<file path="src/rtl/hazard_ctrl.sv">
// Pipeline hazard controller: load-use and branch-operand stalls, memory-wait
// freezes, and a deferred flush for redirects that arrive during a freeze.
module hazard_ctrl (
    input  logic        clk,
    input  logic        rst,
    input  logic [4:0]  ID_rs1,
    input  logic [4:0]  ID_rs2,
    input  logic        ID_use_rs1,
    input  logic        ID_use_rs2,
    input  logic        ID_branch,
    input  logic        ID_jalr,
    input  logic        ID_taken,
    input  logic [4:0]  EX_rd,
    input  logic        EX_regwrite,
    input  logic        EX_memread,
    input  logic [4:0]  M_rd,
    input  logic        M_memread,
    input  logic        IM_stall,
    input  logic        DM_stall,
    input  logic        cnt_clr,
    output logic        pc_en,
    output logic        ifid_en,
    output logic        exm_en,
    output logic        mwb_en,
    output logic        ifid_flush,
    output logic        idex_bubble,
    output logic [15:0] stall_cnt,
    output logic [15:0] freeze_cnt,
    output logic [15:0] flush_cnt
);

    localparam int CNT_W = 16;

    typedef enum logic [1:0] {
        RUN        = 2'd0,
        FREEZE     = 2'd1,
        FLUSH_PEND = 2'd2
    } state_t;

    state_t state_q, state_d;

    logic [CNT_W-1:0] stall_cnt_q, stall_cnt_d;
    logic [CNT_W-1:0] freeze_cnt_q, freeze_cnt_d;
    logic [CNT_W-1:0] flush_cnt_q, flush_cnt_d;

    logic mem_wait, ex_match, m_match, is_ctl;
    logic load_use, br_dep_ex, br_dep_m, hazard;
    logic stall_ev, freeze_ev;

    // x0 is hard-wired zero, so a destination of 0 never matches a source.
    function automatic logic src_match(input logic [4:0] rd, input logic [4:0] rs1,
                                       input logic [4:0] rs2, input logic use1,
                                       input logic use2);
        return (rd != 5'd0) && ((use1 && (rd == rs1)) || (use2 && (rd == rs2)));
    endfunction

    function automatic logic [CNT_W-1:0] sat_inc(input logic [CNT_W-1:0] cnt,
                                                 input logic ev);
        return (ev && (cnt != {CNT_W{1'b1}})) ? cnt + 1'b1 : cnt;
    endfunction

    assign mem_wait  = IM_stall | DM_stall;
    assign ex_match  = src_match(EX_rd, ID_rs1, ID_rs2, ID_use_rs1, ID_use_rs2);
    assign m_match   = src_match(M_rd, ID_rs1, ID_rs2, ID_use_rs1, ID_use_rs2);
    assign is_ctl    = ID_branch | ID_jalr;
    assign load_use  = EX_memread & ex_match;
    assign br_dep_ex = is_ctl & EX_regwrite & ex_match;
    assign br_dep_m  = is_ctl & M_memread & m_match;
    assign hazard    = load_use | br_dep_ex | br_dep_m;

    always_comb begin
        pc_en       = 1'b1;
        ifid_en     = 1'b1;
        exm_en      = 1'b1;
        mwb_en      = 1'b1;
        ifid_flush  = 1'b0;
        idex_bubble = 1'b0;
        stall_ev    = 1'b0;
        freeze_ev   = 1'b0;
        state_d     = state_q;
        if (rst) begin
            state_d = RUN;
        end else if (mem_wait) begin
            pc_en     = 1'b0;
            ifid_en   = 1'b0;
            exm_en    = 1'b0;
            mwb_en    = 1'b0;
            freeze_ev = 1'b1;
            if (state_q == RUN)
                state_d = (ID_taken && !hazard) ? FLUSH_PEND : FREEZE;
        end else if (state_q == FLUSH_PEND) begin
            ifid_flush = 1'b1;
            state_d    = RUN;
        end else begin
            // RUN, or FREEZE releasing: the RUN rules apply this cycle.
            state_d = RUN;
            if (hazard) begin
                pc_en       = 1'b0;
                ifid_en     = 1'b0;
                idex_bubble = 1'b1;
                stall_ev    = 1'b1;
            end else begin
                ifid_flush = ID_taken;
            end
        end
    end

    always_comb begin
        if (cnt_clr) begin
            stall_cnt_d  = '0;
            freeze_cnt_d = '0;
            flush_cnt_d  = '0;
        end else begin
            stall_cnt_d  = sat_inc(stall_cnt_q, stall_ev);
            freeze_cnt_d = sat_inc(freeze_cnt_q, freeze_ev);
            flush_cnt_d  = sat_inc(flush_cnt_q, ifid_flush);
        end
    end

    always_ff @(posedge clk or posedge rst) begin
        if (rst) begin
            state_q      <= RUN;
            stall_cnt_q  <= '0;
            freeze_cnt_q <= '0;
            flush_cnt_q  <= '0;
        end else begin
            state_q      <= state_d;
            stall_cnt_q  <= stall_cnt_d;
            freeze_cnt_q <= freeze_cnt_d;
            flush_cnt_q  <= flush_cnt_d;
        end
    end

    assign stall_cnt  = stall_cnt_q;
    assign freeze_cnt = freeze_cnt_q;
    assign flush_cnt  = flush_cnt_q;

endmodule

</file>
<file path="config.mk">
export PLATFORM = sky130hd
export DESIGN_NAME = hazard_ctrl
export DESIGN_NICKNAME = d
export VERILOG_FILES = /design/src/rtl/hazard_ctrl.sv
export SDC_FILE = /design/constraint.sdc
export NUM_CORES = 1
export LEC_CHECK = 0
export CAP_MARGIN = 20
export CORE_MARGIN = 3
export CORE_UTILIZATION = 48
export CTS_CLUSTER_DIAMETER = 200
export DETAILED_ROUTE_END_ITERATION = 10
export PLACE_DENSITY = 0.92
export SYNTH_ARGS = -nofsm -noshare
export SYNTH_HDL_FRONTEND = slang
export SYNTH_SLANG_ARGS = --single-unit
</file>
<file path="constraint.sdc">
create_clock -name clk -period 5.84 [get_ports clk]
set_input_delay 1.46 -clock clk [delete_from_list [all_inputs] [get_ports clk]]
set_output_delay 1.46 -clock clk [all_outputs]
set_load 0.005 [all_outputs]
</file>
==> impl_metrics.prom <==
# TYPE chip_impl_metric gauge
chip_impl_metric{name="drv_slew",unit=""} 0
chip_impl_metric{name="cts-buffers-inserted",unit=""} 5
chip_impl_metric{name="antenna_found_initial",unit=""} 0
chip_impl_metric{name="clock_insertion_delay_worst_skew",unit="ps"} 290
chip_impl_metric{name="layout-area-overhead-vs-synth",unit="%"} 31.7
chip_impl_info{name="clk_root_buffer_cell",value="sky130_fd_sc_hd__clkbuf_8"} 1
chip_impl_metric{name="p_leak",unit="nW"} 1.58
chip_impl_info{name="run_status",value="finished, final reports clean"} 1
chip_impl_metric{name="vdd_drop_max",unit="V"} 0.000112
chip_impl_metric{name="crit_required",unit="ps"} 4380
chip_impl_metric{name="drc_errors",unit=""} 0
chip_impl_metric{name="place_congestion",unit=""} 0.918
chip_impl_metric{name="pin_count_of_the_biggest_net_entering_global_routing",unit=""} 52
chip_impl_info{name="primary_flip_flop_cell_chosen_by_synthesis_mapping",value="sky130_fd_sc_hd__dfrtp_1"} 1
chip_impl_metric{name="cts.sink_count",unit=""} 50
chip_impl_metric{name="io-pin-count",unit=""} 87
chip_impl_metric{name="resized_cells_post_cts",unit=""} 0
chip_impl_metric{name="slew_at_the_pin_closest_to_its_max_slew_limit",unit="ps"} 707
chip_impl_metric{name="routed_wire_length_per_instance",unit="um"} 15.9
chip_impl_metric{name="floorplan.die_area",unit="sq um"} 7430
chip_impl_metric{name="yosys_warnings",unit=""} 0
chip_impl_metric{name="critical_path_arrival",unit="ps"} 3790
chip_impl_metric{name="totalWireLength",unit="um"} 7850
chip_impl_metric{name="synth.net_count",unit=""} 374
chip_impl_metric{name="drt_pre_antenna_iters",unit=""} 4
chip_impl_metric{name="post-route-util",unit=""} 0.671
chip_impl_metric{name="cp_slowest_stage_delay",unit="ps"} 590
chip_impl_metric{name="period_needed",unit="ps"} 5250
chip_impl_metric{name="max-cap-violations",unit=""} 0
chip_impl_metric{name="gr-total-overflow",unit=""} 0
chip_impl_metric{name="post-route-period-util",unit=""} 0.899
chip_impl_metric{name="postSynthRegisterBits",unit=""} 50
chip_impl_metric{name="syn-cell-area",unit="sq um"} 3090
chip_impl_metric{name="antenna_viol_nets_final",unit=""} 0
chip_impl_metric{name="dieWidth",unit="um"} 86.2
chip_impl_metric{name="synthDistinctLibCells",unit=""} 41
chip_impl_metric{name="report.final.hold_viol_count",unit=""} 0
chip_impl_metric{name="hpwlAfterDp",unit="um"} 5830
chip_impl_metric{name="postSynthAreaPerCell",unit="sq um"} 9.14
chip_impl_metric{name="first_global_vias",unit=""} 2783
chip_impl_metric{name="placeableCoreArea",unit="sq um"} 6060
chip_impl_metric{name="placement_rows",unit=""} 28
chip_impl_metric{name="port-buffer-count",unit=""} 86
chip_impl_metric{name="clock_skew",unit="ps"} 6.74
chip_impl_metric{name="fin_ws",unit="ps"} 592
chip_impl_metric{name="die_h",unit="um"} 86.2
chip_impl_metric{name="initial_core_util",unit=""} 0.509
chip_impl_metric{name="cts_htree_levels",unit=""} 2
chip_impl_metric{name="clkTransAtPathRegs",unit="ps"} 80
chip_impl_metric{name="final_net_count",unit=""} 454
chip_impl_info{name="final_cell_mix",value="sky130_fd_sc_hd__clkdlybuf4s50_1, sky130_fd_sc_hd__dfrtp_1, sky130_fd_sc_hd__nor2_1, sky130_fd_sc_hd__a21oi_1, sky130_fd_sc_hd__xor2_1"} 1
chip_impl_metric{name="antenna_cells_inserted",unit=""} 0
chip_impl_metric{name="routed-via-count",unit=""} 2904
chip_impl_metric{name="synthesis.instances",unit=""} 338
chip_impl_metric{name="async_flop_share",unit=""} 1.00
chip_impl_metric{name="timing.fmax",unit="MHz"} 191
chip_impl_metric{name="groute.usage.overall",unit=""} 0.212
chip_impl_info{name="holdCritPathClass",value="flip-flop to flip-flop"} 1
chip_impl_metric{name="power.density",unit="nW/um^2"} 155
chip_impl_metric{name="timing.critical_path.fanout_max",unit=""} 3
chip_impl_metric{name="routed_via_density",unit=""} 5.89
chip_impl_metric{name="setup_total_negative_slack",unit="ps"} 0
chip_impl_metric{name="synth_sequential_area_ratio",unit=""} 0.405
chip_impl_metric{name="detailedRoute.firstIterationViolations",unit=""} 166
chip_impl_info{name="crit_chain",value="clkdlybuf4s50_1 > or4_1 > o221ai_2 > o21bai_4 > a21oi_1 > a21oi_1 > clkdlybuf4s50_1"} 1
chip_impl_metric{name="clock_path_buffers",unit=""} 2
chip_impl_info{name="rsz_0062_raised_after_global_routing",value="false"} 1
chip_impl_info{name="critical_path.endpoint_type",value="output pin"} 1
chip_impl_info{name="cts_tree",value="built"} 1
chip_impl_info{name="most_frequent_standard_cell_in_the_layout_excluding_fill_and_tap_cells",value="sky130_fd_sc_hd__clkdlybuf4s50_1"} 1
chip_impl_metric{name="maxSlewHeadroom",unit=""} 0.527
chip_impl_metric{name="place_worst_setup_slack",unit="ps"} 627
chip_impl_metric{name="setup_violations",unit=""} 0
chip_impl_metric{name="wire_length_of_the_first_global_routing_pass",unit="um"} 13000
chip_impl_metric{name="post_synth_edffs",unit=""} 0
chip_impl_metric{name="post_route_cells_drive_above_1_share",unit=""} 0.0598
chip_impl_metric{name="cts.hold.buffers_added",unit=""} 0
chip_impl_info{name="timing.critical_path.from_type",value="input pin"} 1
chip_impl_metric{name="postCtsSetupRepairBufs",unit=""} 0
chip_impl_info{name="cp_slowest_cell",value="sky130_fd_sc_hd__or4_1"} 1
chip_impl_info{name="critical_path_class",value="input pin to output pin"} 1
-- worst max-delay path, delay by kind of cell --
family / cells / cell delay (ps)
buffers and inverters: 2 / 1050
and+or+nand+nor: 1 / 590
AOI/OAI and AO/OA: 4 / 680
-- final timing paths --
check                                  start             to  slack [ps]  depth (start not counted)
worst min register to register    state_q[1]     state_q[1]         500                          1
worst max register to register  stall_cnt[3]  stall_cnt[13]        3390                          7
worst max-delay path                 M_rd[1]        ifid_en         590                          7
worst min-delay path              state_q[1]     state_q[1]         500                          1
min in group asynchronous                rst   flush_cnt[5]        1720                          3
max in group asynchronous                rst     state_q[0]        3670                          3
-- per-layer routing --
layer	track usage	up-vias	wire length, um
li1	-	1411	-
met1	0.288	1399	3420
met2	0.349	81	3910
met3	0.0333	13	362
met4	0.0694	0	155
met5	0	-	0
-- flip-flops by register name (all words and copies together) (netlist names) --
signal and count:
flush_cnt 16, freeze_cnt 16, stall_cnt 16, state_q 2
-- where the power goes --
part / internal (mW) / total [mW] / switching (mW)
logic: 0.0421 / 0.0869 / 0.0448
clock network: 0.0808 / 0.192 / 0.111
registers: 0.349 / 0.351 / 0.00284
total: 0.471 / 0.630 / 0.159
-- kinds of logic (layout without fill, tap and decap cells) --
| logic type | after synthesis | count (layout) | synth area share |
|---|---|---|---|
| and+or+nand+nor | 145 | 145 | 0.269 |
| AOI/OAI and AO/OA | 74 | 74 | 0.161 |
| DFF | 50 | 50 | 0.405 |
| xor gates and xnor gates | 32 | 32 | 0.0908 |
| buffers and inverters | 28 | 108 | 0.0409 |
| muxes | 6 | 6 | 0.0211 |
| adders and majority gates | 3 | 3 | 0.0122 |
-- cell type report --
type	count	area, sq um
fill	480	1990
inverter	11	41.3
multi-input combinational	260	1710
tap	75	93.8
sequential	50	1250
timing repair buffer	90	891
clock buffer	5	68.8
clock inverter	2	10.0
-- synthesized netlist by cell type (4+ instances only) --
library cell | number | share of area
sky130_fd_sc_hd__dfrtp_1 | 50 | 0.41
sky130_fd_sc_hd__a21oi_1 | 32 | 0.052
sky130_fd_sc_hd__nor2_1 | 32 | 0.039
sky130_fd_sc_hd__xor2_1 | 23 | 0.065
sky130_fd_sc_hd__or4_1 | 21 | 0.051
sky130_fd_sc_hd__o31ai_1 | 20 | 0.049
sky130_fd_sc_hd__nand3_1 | 18 | 0.029
sky130_fd_sc_hd__nand2_1 | 17 | 0.021
sky130_fd_sc_hd__and3_1 | 12 | 0.024
sky130_fd_sc_hd__inv_1 | 11 | 0.013
sky130_fd_sc_hd__clkbuf_1 | 9 | 0.011
sky130_fd_sc_hd__o21ai_0 | 9 | 0.015
sky130_fd_sc_hd__xnor2_1 | 9 | 0.026
sky130_fd_sc_hd__or3_1 | 8 | 0.016
sky130_fd_sc_hd__nand4_1 | 6 | 0.012
sky130_fd_sc_hd__nor3_1 | 6 | 0.0097
sky130_fd_sc_hd__nor4_1 | 6 | 0.012
sky130_fd_sc_hd__buf_2 | 5 | 0.0081
sky130_fd_sc_hd__o21a_1 | 5 | 0.012
sky130_fd_sc_hd__and4_1 | 4 | 0.011
sky130_fd_sc_hd__mux2_2 | 4 | 0.015
sky130_fd_sc_hd__nor2b_1 | 4 | 0.0081
-- stage by stage --
step	instance area [sq um]	total power [mW]	cells	hold slack [ps]
2_1_floorplan	3090	0.400	338	464
3_3_place_gp	3990	0.442	486	473
3_5_place_dp	3990	0.445	486	480
4_1_cts	4070	0.634	493	499
5_1_grt	4070	0.658	493	527
6_report	4070	0.630	493	498
Note: power is estimated with default switching activity, not from simulation.
==> RTL change (same flow settings) <==
The 3 states of `state_t` get a one-hot encoding in 3 bits.
--- a/src/rtl/hazard_ctrl.sv
+++ b/src/rtl/hazard_ctrl.sv
@@ -31,10 +31,10 @@
 
     localparam int CNT_W = 16;
 
-    typedef enum logic [1:0] {
-        RUN        = 2'd0,
-        FREEZE     = 2'd1,
-        FLUSH_PEND = 2'd2
+    typedef enum logic [2:0] {
+        RUN        = 3'b001,
+        FREEZE     = 3'b010,
+        FLUSH_PEND = 3'b100
     } state_t;
 
     state_t state_q, state_d;
Behaviour: no difference found for any inputs over 10 cycles, from zero or initial values and one cycle with rst high; not proved beyond that.
==> RTL change against the original RTL <==
  * Total power grew 5.1%
  * Cell area fell by 0.52%
  * Count of clock-buffer cells in the layout up 2
  * Synthesized area down 1.7%
  * First-iteration DRC count down 30%
  * Wire length fell by 2.7%
  * Setup slack better by 9.4 ps
  * Sequential power rose by 3%
  * Die area down 1.6%
  * Sequential cell count is 1 higher
==> RTL change: results (changes against the original RTL) <==
| Metric | Value |
|---|---|
| HPWL after DPL | `5620 µm (was 5830 µm)` |
| Max rail drop VDD | `0.000108 V (was 0.000112 V)` |
| Critical path peak fanout | `6 (was 3)` |
| Via count | `2,820 (was 2,904)` |
| # diodes | `0 (unchanged)` |
| Share of layout cells above drive strength 1 | `7.54% (was 5.98%)` |
| Number of CTS-inserted buffers | `5 (unchanged)` |
| Clk_skew | `12.6 ps (was 6.74 ps)` |
| # port buffers | `86 (unchanged)` |
| Critical R2R Launch | `state_q[0]$_DFFE_PP1P_ (was stall_cnt[3]$_DFFE_PP0P_)` |
| Syn Nets | `362 (was 374)` |
| Worst Hold End | `state_q[0]$_DFFE_PP1P_ (was state_q[1]$_DFFE_PP0P_)` |
| Min-Delay Startpoint | `state_q[0]$_DFFE_PP1P_ (was state_q[1]$_DFFE_PP0P_)` |
| CTS clock-pin slew for the worst setup and hold paths | `80 ps (about the same)` |
| Hold Path Class | `reg -> reg (unchanged)` |
| Clock root buffer | `clkbuf_8 (unchanged)` |
| Status | `completed (unchanged)` |
| Fillers | `488 (was 480)` |
| Max H-tree Level | `2 (unchanged)` |
| Initial antenna violation count | `0 (unchanged)` |
| Post-CTS Resized | `0 (unchanged)` |
| First-pass GRT wire length | `12,900 µm (was 13,000 µm)` |
| Synth cell types | `42 (was 41)` |
| Worst r2r dst | `stall_cnt[5]$_DFFE_PP0P_ (was stall_cnt[13]$_DFFE_PP0P_)` |
| Crit path DAT | `3780 ps (was 3790 ps)` |
| Worst-skew pair later-pin latency | `300 ps` |
| First-pass detailed-route iteration total | `4 (unchanged)` |
| Total track usage | `21.7% (was 21.2%)` |
| Final WL | `7640 µm (was 7850 µm)` |
| Worst Max-Slew Pin Slew | `754 ps (was 707 ps)` |
| Register area share after synthesis | `42.1% (was 40.5%)` |
| Ys async rst share | `100% (unchanged)` |
| FF-to-FF path depth | `6 (was 7)` |
| Leakage power | `1.61 nW (was 1.58 nW)` |
| Iteration-0 DRC Markers | `117 (was 166)` |
| Setup crit start | `M_rd[1] (unchanged)` |
| Largest net degree at the start of global routing | `38 (was 52)` |
| Synth cell count leaders | `50 x dfrtp_1, 37 x nor2_1, 24 x xor2_1, 23 x nand2_1, 21 x xnor2_1 (was 50 x dfrtp_1, 32 x a21oi_1, 32 x nor2_1, 23 x xor2_1, 21 x or4_1)` |
| Synthesis warning total | `0 (unchanged)` |
| Final net count | `446 (was 454)` |
| Crit path to | `pc_en (was ifid_en)` |
| Worst hold stages | `2 (was 1)` |
| CTS max path bufs | `2 (unchanged)` |
| Worst reg-to-reg setup slack | `3330 ps (was 3390 ps)` |
| Final Slew Violations | `0 (unchanged)` |
| Ranking of synthesized cells by area | `dfrtp_1 41%, xor2_1 6.9%, xnor2_1 6.1%, nor2_1 4.6%, a21oi_1 3.3% (was dfrtp_1 41%, xor2_1 6.5%, a21oi_1 5.2%, or4_1 5.1%, o31ai_1 4.9%)` |
| Post-CTS Setup Inserts | `0 (unchanged)` |
| GP Congestion | `0.892 (was 0.918)` |
RTL change: routing by layer:
| metal | routed length [µm] | GRT usage, % | up-vias |
|---|---|---|---|
| met5 | 0 | 0 | - |
| met4 | 81 | 5.32 | 0 |
| met2 | 3740 | 36.7 | 90 |
| li1 | - | - | 1326 |
| met3 | 472 | 4.42 | 8 |
| met1 | 3340 | 28.7 | 1396 |
RTL change: through the flow:
step	cell area (µm²)	instances	total power (W)	hold WS, ps	setup WS (ps)
CTS	4050	486	0.000666	498	584
global placement	3950	478	0.000451	479	632
global route	4050	486	0.000688	532	468
finish	4050	486	0.000662	495	602
detailed placement	3950	478	0.000453	483	591
floorplan	3030	326	0.000408	468	1370
RTL change: logic make-up after synthesis:
family	Yosys count	share of synthesized area [%]
buffers and inverters	23	3.38
adder cells (fa/ha/maj)	3	1.24
multiplexers	4	1.36
XOR/XNOR	45	13.0
AO/OA/AOI/OAI	55	13.5
AND/OR/NAND/NOR	145	25.4
flip-flops	51	42.1
RTL change: worst max-delay path, cell delays in order:
cell and delay, ps:
clkdlybuf4s50_1 470, or4_1 570, o221ai_2 180, nand2b_1 150, o22ai_2 160, a21oi_1 250, clkdlybuf4s50_1 540
RTL change: power breakdown:
group	switching (W)	internal [W]	leakage, nW
Clock	0.000119	0.0000974	0.0484
Combinational	0.0000433	0.0000428	0.857
Sequential	0.00000321	0.000357	0.707
RTL change: final cells by class:
cell class	instances	area (µm²)	share of cell area, %
clock buffers	7	86.3	2.13
inverters	11	41.3	1.02
repair buffers	89	883	21.8
well taps	75	93.8	2.32
multi-input cells	252	1650	40.9
clock inverters	1	8.76	0.217
flip-flops and latches	51	1280	31.6
